`src/rtl/ram_read_arbiter.sv`:
```
// Round-robin arbiter sharing one RAM read port among several requesters.
// Responses return tagged with the requester index, one or two cycles after grant.
module ram_read_arbiter #(
  parameter int NumPorts  = 4,
  parameter int PortBits  = 2,
  parameter int AddrWidth = 10,
  parameter int DataWidth = 8,
  parameter bit OutputReg = 1'b0
) (
  input  logic                          clk,
  input  logic                          reset,
  input  logic [NumPorts-1:0]           req_valid,
  input  logic [NumPorts*AddrWidth-1:0] req_addr,
  output logic [NumPorts-1:0]           req_ready,
  output logic [NumPorts-1:0]           resp_valid,
  output logic [PortBits-1:0]           resp_port,
  output logic [DataWidth-1:0]          resp_data,
  output logic                          ram_read_en,
  output logic [AddrWidth-1:0]          ram_read_addr,
  input  logic [DataWidth-1:0]          ram_read_data
);

  logic [PortBits-1:0] last_grant;
  logic                found;
  logic [PortBits-1:0] grant_idx;
  logic [PortBits:0]   cand;

  logic [NumPorts-1:0] s1_valid;
  logic [PortBits-1:0] s1_port;

  // Candidate index kept one bit wider so the wrap never overflows.
  always_comb begin
    found     = 1'b0;
    grant_idx = '0;
    cand      = '0;
    for (int k = 1; k <= NumPorts; k++) begin
      cand = {1'b0, last_grant} + (PortBits+1)'(k);
      if (cand >= (PortBits+1)'(NumPorts)) begin
        cand = cand - (PortBits+1)'(NumPorts);
      end
      if (!found && req_valid[cand[PortBits-1:0]]) begin
        found     = 1'b1;
        grant_idx = cand[PortBits-1:0];
      end
    end
  end

  always_comb begin
    req_ready     = '0;
    ram_read_en   = found;
    ram_read_addr = '0;
    if (found) begin
      req_ready[grant_idx] = 1'b1;
      ram_read_addr = req_addr[int'(grant_idx)*AddrWidth +: AddrWidth];
    end
  end

  always_ff @(posedge clk or posedge reset) begin
    if (reset) begin
      last_grant <= PortBits'(NumPorts-1);
      s1_valid   <= '0;
      s1_port    <= '0;
    end else begin
      if (found) begin
        last_grant <= grant_idx;
      end
      s1_valid <= req_ready;
      s1_port  <= found ? grant_idx : '0;
    end
  end

  generate
    if (OutputReg) begin : g_oreg
      logic [NumPorts-1:0]  s2_valid;
      logic [PortBits-1:0]  s2_port;
      logic [DataWidth-1:0] s2_data;

      always_ff @(posedge clk or posedge reset) begin
        if (reset) begin
          s2_valid <= '0;
          s2_port  <= '0;
          s2_data  <= '0;
        end else begin
          s2_valid <= s1_valid;
          s2_port  <= s1_port;
          if (|s1_valid) begin
            s2_data <= ram_read_data;
          end
        end
      end

      assign resp_valid = s2_valid;
      assign resp_port  = s2_port;
      assign resp_data  = s2_data;
    end else begin : g_direct
      assign resp_valid = s1_valid;
      assign resp_port  = s1_port;
      assign resp_data  = ram_read_data;
    end
  endgenerate

  a_ready_onehot: assert property (
    @(posedge clk) disable iff (reset) $onehot0(req_ready));
  a_resp_onehot: assert property (
    @(posedge clk) disable iff (reset) $onehot0(resp_valid));

endmodule

```
`config.mk`:
```
export PLATFORM = sky130hd
export DESIGN_NAME = ram_read_arbiter
export DESIGN_NICKNAME = d
export VERILOG_FILES = /design/src/rtl/ram_read_arbiter.sv
export SDC_FILE = /design/constraint.sdc
export NUM_CORES = 1
export LEC_CHECK = 0
export CELL_PAD_IN_SITES_DETAIL_PLACEMENT = 0
export CELL_PAD_IN_SITES_GLOBAL_PLACEMENT = 1
export CORE_MARGIN = 8
export CORE_UTILIZATION = 17
export DETAILED_ROUTE_END_ITERATION = 8
export GPL_ROUTABILITY_DRIVEN = 0
export HOLD_SLACK_MARGIN = 0.02
export PLACE_DENSITY = 0.8
export SLEW_MARGIN = 30
export SYNTH_ARGS = -nofsm -noshare
export SYNTH_HDL_FRONTEND = slang
export SYNTH_SLANG_ARGS = --single-unit
```
`constraint.sdc`:
```
create_clock -name clk -period 2.6 [get_ports clk]
set_input_delay 0.65 -clock clk [delete_from_list [all_inputs] [get_ports clk]]
set_output_delay 0.65 -clock clk [all_outputs]
set_load 0.005 [all_outputs]
```
==> reports/metrics.yaml <==
outcome: "complete, but fails checks"
violations: "setup timing"
yosysSeqAreaShare_pct: 28.2
final_cell_mix: "clkdlybuf4s50_1 (48), mux2i_1 (19), buf_4 (17)"
syn_to_final_growth_pct: 131
path_buf_inv: 5
wl_mm: 3.34
syn_area_um2: 718
path_max_fanout: 6
clkTransAtPathRegs_ns: 0.04
port_buffers: 66
nFillCells: 406
crit_family: "buffers and inverters"
placementRows: 23
grt_pass1_wl_mm: 4.86
ys_types: 23
tns_ns: -0.139
final_common_cell: "clkdlybuf4s50_1"
drtIter0Drc: 10
leakagePower_nw: 0.753
cts_tree: "yes"
nNetsFinal: 219
grt_usage_pct: 9.66
wl_per_cell_um: 15.6
hold_class: "flop to flop"
grt_max_degree: 12
synthCells: 78
worst_pin_slew_ns: 0.298
power_density_nw_per_um2: 781
root_buffer: "clkbuf_8"
grt_pass1_vias: 1051
skew_ns: 0.00222
multiInputGateArea_um2: 477
cpPeakStageDelay_ns: 0.53
routed_via_density: 4.38
synth_fp_nets: 132
finalHoldViolCount: 0
cts_num_sinks: 8
antenna_found_initial: 0
clockBufferDepth: 2
fin_crit_ns: 2.65
drive_gt1_share_pct: 40.2
grt_overflow: 0
yosys_warnings: 0
cpMaxStageDelayCell: "dfstp_2"
pin_count: 83
fin_crit_sh_pct: 102
die_w_um: 81.0
final_util_pct: 41.2
numCtsBuffers: 3
drc: 0
vias: 937
path_common_cell: "buf_6"
cp.arrival_ns: 2.00
worst_setup_path_end_kind: "output port"
postPlaceCellArea_um2: 1420
max_freq_mhz: 377
timing.slew.headroom_pct: 80.1
n_antenna_cell: 0
rsz0062_at_grt: "true"
die_area_um2: 6560
ys_ff_latch: 8
die_h_um: 81.0
crit_path_start_kind: "flop"
ctsHtreeMaxLevel: 1
peakVddDrop_mv: 0.226
setup_ws_ns: -0.0530
first_pass_iters: 2
max_cap_violations: 0
insertion_delay_ns: 0.23
core_um2: 4030
seq_area_um2: 203
required_ns: 1.95
dp_hpwl_mm: 2.42
avgSynthCellArea_um2: 9.21
worstSetupPathType: "flop to output port"
setup-violations-final: 4
final_area_um2: 1660
drv_slew: 0
path_cells: "buf_6 -> a21oi_4 -> nor3_4 -> buf_6 -> nor2_4 -> clkbuf_16 -> buf_6 -> mux2i_1 -> o22ai_1 -> buf_2"
start_util_pct: 17.8
ant_nets: 0
==> sequential cells by signal, indices dropped and copies added, names as in the netlist <==
name / count
last_grant: 2
resp_port: 2
resp_valid: 4
==> per-stage QoR <==
step	cells	hold WS [ns]	worst slack [ns]	power [W]
floorplan	78	0.460	0.340	0.000539
global placement	192	0.488	-0.910	0.000910
detailed placement	192	0.489	-1.02	0.000920
CTS	208	0.496	-0.0615	0.00121
global route	214	0.554	-0.158	0.00139
finish	214	0.515	-0.0530	0.00130
==> cells by family (layout without fill, tap and decap cells) <==
logic type / after synthesis / count (layout) / synth area share [%]
AND/OR/NAND/NOR: 17 / 18 / 13.2
multiplexers: 21 / 21 / 29.3
buffers and inverters: 16 / 101 / 15.9
flip-flops: 8 / 8 / 28.2
AO/OA/AOI/OAI: 16 / 16 / 13.4
==> cell usage after synthesis <==
cell type | number | area, um2
nor2b_1 | 1 | 6.26
a21oi_1 | 3 | 15.0
o21ai_0 | 2 | 10.0
nor3_2 | 1 | 10.0
dfrtp_1 | 6 | 150
buf_6 | 3 | 33.8
inv_1 | 1 | 3.75
and3b_1 | 1 | 8.76
inv_2 | 2 | 7.51
mux2i_1 | 21 | 210
and2_1 | 1 | 6.26
buf_2 | 1 | 5.00
dfstp_2 | 2 | 52.6
nand2_1 | 3 | 11.3
nor2_1 | 5 | 18.8
nor3_1 | 2 | 10.0
clkbuf_1 | 1 | 3.75
buf_4 | 8 | 60.1
nand3_1 | 1 | 5.00
nor2_4 | 1 | 11.3
and2b_1 | 1 | 7.51
o22ai_1 | 10 | 62.6
o22a_1 | 1 | 8.76
==> tightest hold or removal path, stage by stage (launching register included) <==
cell and delay, ns:
dfstp_2 0.37, nand3_1 0.08, nand2_1 0.05
==> area by class of cell <==
type | instances | area share, %
multi-input combinational | 55 | 28.7
sequential | 8 | 12.2
clock buffer | 4 | 2.71
timing repair buffer | 94 | 51.9
tap | 50 | 3.77
inverter | 3 | 0.679
==> where the power goes <==
group,switching (W),internal [W],leakage (nW)
Sequential,0.0000177,0.000178,0.0962
Combinational,0.000371,0.000572,0.634
Clock,0.0000511,0.000106,0.0228
Total,0.000440,0.000856,0.753
==> repair_timing <==
action	CTS	global route
setup endpoints to repair	15	15
pin swaps	9	8
hold buffers	0	0
buffers inserted	10	5
gates cloned	2	1
endpoints found under the hold margin	0	0
resized for setup	78	17
==> worst paths after layout <==
path	start	endpoint	slack (ns)	depth (start not counted)
worst max-delay path	last_grant[1]	ram_read_addr[1]	-0.05	10
worst min-delay path	last_grant[0]	last_grant[0]	0.52	2
worst max register to register	last_grant[1]	resp_valid[1]	0.95	8
worst min register to register	last_grant[0]	last_grant[0]	0.52	2
max in group asynchronous	reset	last_grant[0]	1.67	2
min in group asynchronous	reset	resp_valid[0]	0.65	2
==> metal layers <==
metal	wire, um	global-route usage, %	vias to the layer above
met4	104	6.61	0
met3	215	2.10	11
met5	0	0	-
li1	-	-	447
met1	1200	8.75	434
met2	1820	18.7	45
Note: power is estimated with default switching activity, not from simulation.
